===== config.mk =====
export PLATFORM = sky130hd
export DESIGN_NAME = spart_rx
export DESIGN_NICKNAME = d
export VERILOG_FILES = /design/src/rtl/spart_rx.sv
export SDC_FILE = /design/constraint.sdc
export NUM_CORES = 1
export LEC_CHECK = 0
export ABC_AREA = 1
export CAP_MARGIN = 20
export CORE_ASPECT_RATIO = 1.75
export CORE_MARGIN = 1.5
export CORE_UTILIZATION = 33
export DETAILED_ROUTE_END_ITERATION = 7
export SETUP_SLACK_MARGIN = 0.4
export SLEW_MARGIN = 40
export SYNTH_ARGS = -nofsm -noshare
export SYNTH_HDL_FRONTEND = slang
export SYNTH_SLANG_ARGS = --single-unit

===== constraint.sdc =====
create_clock -name clk -period 3.5 [get_ports clk]
set_input_delay 0.525 -clock clk [delete_from_list [all_inputs] [get_ports clk]]
set_output_delay 0.525 -clock clk [all_outputs]
set_load 0.005 [all_outputs]

===== src/rtl/spart_rx.sv =====
// spart_rx: SPART receive engine. Oversamples rxd on rx_tick, validates the
// start bit, shifts in DATA_BITS data bits LSB-first and checks the stop bit.
// The byte and its rda / frame_err / overrun flags go to the bus-side logic.
// Optional feature macro: SPART_RX_MAJORITY_EN. When defined, each bit is
// decided by a 2-of-3 vote over three consecutive mid-bit ticks.
//
// state | meaning
// IDLE  | line idle, waiting for rxs low on a tick
// START | timing to the middle of the start bit to confirm it
// DATA  | sampling data bits at one-bit intervals
// STOP  | sampling the stop bit, then completing the frame
module spart_rx #(
  parameter int DATA_BITS   = 8,
  parameter int OVERSAMPLE  = 16,
  parameter int SYNC_STAGES = 2
) (
  input  logic                 clk,
  input  logic                 rst,
  input  logic                 rxd,
  input  logic                 rx_tick,
  input  logic                 rd,
  output logic [DATA_BITS-1:0] rx_data,
  output logic                 rda,
  output logic                 frame_err,
  output logic                 overrun
);

  localparam int TW = $clog2(OVERSAMPLE);
  localparam int BW = $clog2(DATA_BITS + 1);

  localparam logic [TW-1:0] TICK_ONE = TW'(1);
  localparam logic [TW-1:0] MID_CNT  = TW'(OVERSAMPLE / 2 - 1);
  localparam logic [TW-1:0] BIT_END  = TW'(OVERSAMPLE - 1);
  localparam logic [BW-1:0] BIT_ONE  = BW'(1);
  localparam logic [BW-1:0] LAST_BIT = BW'(DATA_BITS - 1);

  typedef enum logic [1:0] {
    IDLE  = 2'd0,
    START = 2'd1,
    DATA  = 2'd2,
    STOP  = 2'd3
  } state_t;

  state_t                 state_q, state_d;
  logic [TW-1:0]          tick_q, tick_d;
  logic [BW-1:0]          bit_q, bit_d;
  logic [DATA_BITS-1:0]   shift_q, shift_d;
  logic [SYNC_STAGES-1:0] sync_q;
  logic                   rxs;
  logic [TW-1:0]          dec_cnt;
  logic                   at_dec;
  logic                   bit_val;
  logic                   frame_done;

  assign rxs    = sync_q[SYNC_STAGES-1];
  assign at_dec = (tick_q == dec_cnt);

  // Metastability chain on rxd; idles high so reset never looks like a start bit.
  always_ff @(posedge clk) begin
    if (!rst) sync_q <= '1;
    else      sync_q <= (sync_q << 1) | SYNC_STAGES'(rxd);
  end

`ifdef SPART_RX_MAJORITY_EN
  localparam logic [TW-1:0] TICK_TWO  = TW'(2);
  localparam logic [TW-1:0] START_DEC = TW'(OVERSAMPLE / 2);

  logic [1:0] vote_q, vote_d;

  // The start decision moves one tick later (mid+1); data and stop decisions stay
  // one bit period apart from it, so the vote window stays centred on each bit.
  always_comb begin
    dec_cnt = (state_q == START) ? START_DEC : BIT_END;
    bit_val = (vote_q[0] & vote_q[1]) | (vote_q[0] & rxs) | (vote_q[1] & rxs);
    vote_d  = vote_q;
    if (rx_tick && (state_q != IDLE)) begin
      if (tick_q == (dec_cnt - TICK_TWO)) vote_d[0] = rxs;
      if (tick_q == (dec_cnt - TICK_ONE)) vote_d[1] = rxs;
    end
  end

  // Holds the two earlier samples of the 3-sample vote.
  always_ff @(posedge clk) begin
    if (!rst) vote_q <= 2'b11;
    else      vote_q <= vote_d;
  end
`else
  // Single sample at the bit centre.
  always_comb begin
    dec_cnt = (state_q == START) ? MID_CNT : BIT_END;
    bit_val = rxs;
  end
`endif

  // FSM state, tick/bit counters and shift register.
  always_ff @(posedge clk) begin
    if (!rst) begin
      state_q <= IDLE;
      tick_q  <= '0;
      bit_q   <= '0;
      shift_q <= '0;
    end else begin
      state_q <= state_d;
      tick_q  <= tick_d;
      bit_q   <= bit_d;
      shift_q <= shift_d;
    end
  end

  // Next-state logic; everything advances only on rx_tick.
  always_comb begin
    state_d    = state_q;
    tick_d     = tick_q;
    bit_d      = bit_q;
    shift_d    = shift_q;
    frame_done = 1'b0;
    if (rx_tick) begin
      case (state_q)
        IDLE: begin
          if (!rxs) begin
            state_d = START;
            tick_d  = '0;
          end
        end
        START: begin
          if (at_dec) begin
            if (!bit_val) begin
              state_d = DATA;
              tick_d  = '0;
              bit_d   = '0;
            end else begin
              state_d = IDLE;
            end
          end else begin
            tick_d = tick_q + TICK_ONE;
          end
        end
        DATA: begin
          if (at_dec) begin
            shift_d = {bit_val, shift_q[DATA_BITS-1:1]};
            tick_d  = '0;
            bit_d   = bit_q + BIT_ONE;
            if (bit_q == LAST_BIT) state_d = STOP;
          end else begin
            tick_d = tick_q + TICK_ONE;
          end
        end
        STOP: begin
          if (at_dec) begin
            frame_done = 1'b1;
            state_d    = IDLE;
            tick_d     = '0;
          end else begin
            tick_d = tick_q + TICK_ONE;
          end
        end
        default: state_d = IDLE;
      endcase
    end
  end

  // Bus-side buffer and flags; a read coinciding with completion makes room for the new byte.
  always_ff @(posedge clk) begin
    if (!rst) begin
      rx_data   <= '0;
      rda       <= 1'b0;
      frame_err <= 1'b0;
      overrun   <= 1'b0;
    end else begin
      if (rd && rda) begin
        rda       <= 1'b0;
        frame_err <= 1'b0;
        overrun   <= 1'b0;
      end
      if (frame_done) begin
        if (!rda || rd) begin
          rx_data <= shift_q;
          rda     <= 1'b1;
        end else begin
          overrun <= 1'b1;
        end
        if (!bit_val) frame_err <= 1'b1;
      end
    end
  end

endmodule


==> reports/summary.log <==
qor: logic_synthesis.register_area_share_after_synthesis 44.9%
qor: power.static-leakage-power 0.603 nW
qor: logic_synthesis.synth_warnings 0
qor: grt.met1_global_route_usage 14.4%
qor: finish.n_antenna_cell 0
qor: critical_path.critPathRequiredTime 3670 ps
qor: detailed_routing.route.final.wire_length 2800 um
qor: grt.grt_max_degree 23
qor: finish.layout.nets 219
qor: finish.final_layout_size_suffix_gt1_share 7.58%
qor: sta.worst_slew_margin_relative_to_its_limit 55.9%
qor: grt.globalRoute.busiestLayer met2
qor: clock_tree.postCtsSetupBuffers 0
qor: sta.hold_slack 411 ps
qor: power.vdd_drop_max 218 uV
qor: finish.syn2layout_area_growth 19.2%
qor: logic_synthesis.synthArstFlopShare 0%
qor: sta.setup_repair_after_global_routing_missed_its_margin false
qor: sta.timing_hold_violations_final 0
qor: critical_path.worst_r2r_endpoint rx_data[3]$_SDFFE_PN0P_
qor: critical_path.worstPathArrival 2140 ps
qor: detailed_routing.vias_per_cell 4.66
qor: sta.finalClockSkew 2.91 ps
qor: clock_tree.cts-hold-fix-buffers 0
qor: logic_synthesis.xor_xnor_cell_area_share_of_the_yosys_netlist 1.27%
qor: detailed_routing.post_drt_wl_per_cell 10.8 um
qor: finish.most-common-layout-cells sky130_fd_sc_hd__nor2_1, sky130_fd_sc_hd__nand2_1, sky130_fd_sc_hd__dfxtp_1, sky130_fd_sc_hd__inv_1, sky130_fd_sc_hd__a21oi_1
qor: grt.grt_resource_usage_total 14.4%
qor: clock_tree.tritoncts_clock_tree done
qor: clock_tree.clock_insertion_delay_worst_skew 280 ps
qor: detailed_routing.drc 0
qor: logic_synthesis.synth_top_family_by_area simple AND/OR/NAND/NOR gates
qor: sta.setup_viol 0
qor: critical_path.cp_cell_sequence clkdlybuf4s50_1 -> inv_1 -> nor3_4 -> nand3_1 -> nand2_1 -> nor2_1
qor: worst_hold_path.holdCritStartpoint sync_q[0]$_SDFF_PN1_
qor: critical_path.crit_path_start_kind input pin
qor: sta.tightest_slew 659 ps
qor: run.max-cap-violations 0
qor: power.combinationalPowerShare 4.4%
qor: critical_path.critPathKind in2reg
qor: clock_tree.cts.path.max_buffers 2
qor: grt.grt_pass1_vias 1204
qor: power.p_int 0.499 mW
qor: floorplanning.fp.dieArea 4600 um^2
qor: logic_synthesis.synth_ff_type sky130_fd_sc_hd__dfxtp_1
qor: finish.fillCellCount 443
qor: grt.gr-usage-met2 25.2%
qor: logic_synthesis.synth_area_per_cell 7.16 um^2
qor: power.sw_frac_of_total 22.0%
qor: critical_path.regToRegSetupSlack 1730 ps
qor: logic_synthesis.synth_simple_gate_area_share 30.6%
qor: sta.finalCritPeriodShare 56.1%
qor: place.placed_cell_area 1580 um^2
qor: critical_path.cp-startpoint rx_tick
qor: floorplanning.fp.dieH 88.6 um
qor: clock_tree.cts.htree.levels 2
qor: power.p_switching 0.141 mW
qor: detailed_routing.vias 1211
qor: grt.grt_first_pass_wirelength 4930 um
qor: critical_path.critical-path-slowest-cell sky130_fd_sc_hd__clkdlybuf4s50_1
qor: outcome.outcome finished clean
qor: critical_path.max_stage_delay 590 ps
qor: floorplanning.placeableCoreArea 4070 um^2
qor: place.dp.final_hpwl 2060 um
qor: finish.final_design_area_no_fill 1650 um^2
qor: place.place.gp.congestion 0.868
qor: grt.grt_overflow_total 0
qor: worst_hold_path.min_path_type reg2reg
qor: finish.layout_commonest_cell sky130_fd_sc_hd__nor2_1
qor: logic_synthesis.post_syn_area 1380 um^2
qor: floorplanning.ioPinCount 16
qor: sta.fin_crit 1960 ps
qor: logic_synthesis.synth_edf_count 0
qor: critical_path.r2r-start tick_q[0]$_SDFFE_PN0P_
qor: power.p_clk_share 39.6%
qor: place.port-buffer-count 15
qor: detailed_routing.drtPass1Iterations 4
qor: detailed_routing.drt_iter0_drc 28
qor: logic_synthesis.synth_compound_area_share 13.8%
qor: sta.max_freq 509 MHz
qor: critical_path.setup.worst_path.end_class flip-flop
qor: logic_synthesis.post_synth_mux_area_share 0%
qor: critical_path.worstPathMaxFanout 19
qor: worst_hold_path.hold_path_end sync_q[1]$_SDFF_PN1_
qor: logic_synthesis.synth.lib_cells_used.distinct 24
qor: floorplanning.floorplan.initialDensity 33.9%
qor: detailed_routing.antenna_left 0
qor: sta.max_slew_violation_count 0
qor: grt.antenna_found_initial 0
qor: clock_tree.cts.root.buffer_cell sky130_fd_sc_hd__clkbuf_8
qor: clock_tree.cts-resized-gates 0
qor: floorplanning.floorplan.die.width 51.9 um
qor: logic_synthesis.synthesis.instances 193
qor: worst_hold_path.worst_hold_path.num_cells 1
qor: clock_tree.path_clk_slew 60 ps
qor: floorplanning.floorplan.rows 31
qor: power.power.density_cell_area 388 nW/um^2
qor: sta.fin_tns_setup 0 ps
qor: power.seqPwrFrac 56.0%
qor: logic_synthesis.ys_seq_elements 31
qor: logic_synthesis.synth_adder_area_share 1.81%
qor: clock_tree.tritoncts_num_sinks 31
qor: grt.grt_use_met3 3.55%
qor: clock_tree.tritoncts.num_buffers 5
qor: critical_path.timing.reg2reg.worst_path_depth 8
qor: logic_synthesis.net_count_synth 200
through the flow:
step / std cells / setup slack (ps) / power (mW) / util (%)
after floorplan: 193 / 2110 / 0.383 / -
final: 260 / 1540 / 0.639 / 40.5
after CTS: 260 / 1540 / 0.650 / 40.5
after detailed placement: 254 / 1250 / 0.394 / 38.7
after global placement: 254 / 1280 / 0.395 / 38.7
after global routing: 260 / 1380 / 0.664 / 40.5
sequential cells by signal, indices dropped and copies added (netlist names), named ones only:
| name | flops |
|---|---|
| bit_q | 4 |
| frame_err | 1 |
| overrun | 1 |
| rda | 1 |
| rx_data | 8 |
| shift_q | 8 |
| state_q | 1 |
| sync_q | 2 |
| tick_q | 4 |
layer usage:
layer  vias to the layer above  wire (um)
met5                         -          0
met4                         0        100
met3                         7         79
met2                        19       1530
met1                       525       1100
li1                        660          -
power by group through the flow:
stage	combinational [mW]	sequential, mW	clock (mW)
after floorplan	0.0182	0.365	0
after CTS	0.0284	0.358	0.264
after global placement	0.0286	0.366	0
after detailed placement	0.0284	0.366	0
final	0.0282	0.358	0.253
after global routing	0.0329	0.358	0.273
cells by family after synthesis:
logic type / Yosys count
flip-flops: 31
adder cells (fa/ha/maj): 2
XOR/XNOR: 2
buffers and inverters: 25
AO/OA/AOI/OAI: 36
AND/OR/NAND/NOR: 97
worst max-delay path, delay by kind of cell:
kind                   cells  cell delay, ps
buffers and inverters      2             720
AND/OR/NAND/NOR            4             870
worst max-delay path by stage:
stage	to
final	rx_data[3]$_SDFFE_PN0P_
after global routing	rx_data[3]$_SDFFE_PN0P_
after CTS	rx_data[3]$_SDFFE_PN0P_
after detailed placement	rx_data[3]$_SDFFE_PN0P_
after global placement	rx_data[4]$_SDFFE_PN0P_
after floorplan	frame_err$_SDFF_PN0_
area by class of cell:
cell class	instances	area (um^2)	area share (%)
clock buffer	6	72.6	4.40
inverter	21	78.8	4.78
multi-input combinational	137	657	39.9
sequential	31	621	37.7
tap	49	61.3	3.72
timing repair buffer	16	158	9.57
Yosys cell counts, types with 2 or more instances:
library cell / number / area share [%]
sky130_fd_sc_hd__nand4_1: 2 / 0.90
sky130_fd_sc_hd__o21ai_0: 13 / 4.7
sky130_fd_sc_hd__nand2_2: 2 / 0.90
sky130_fd_sc_hd__nor2_1: 40 / 11
sky130_fd_sc_hd__nand3_1: 12 / 4.3
sky130_fd_sc_hd__nand2_1: 35 / 9.5
sky130_fd_sc_hd__o211ai_1: 3 / 1.6
sky130_fd_sc_hd__ha_1: 2 / 1.8
sky130_fd_sc_hd__a21oi_1: 19 / 6.9
sky130_fd_sc_hd__dfxtp_1: 31 / 45
sky130_fd_sc_hd__inv_1: 19 / 5.2
sky130_fd_sc_hd__or2_2: 3 / 1.4
Power figures use the tool's default switching activity.
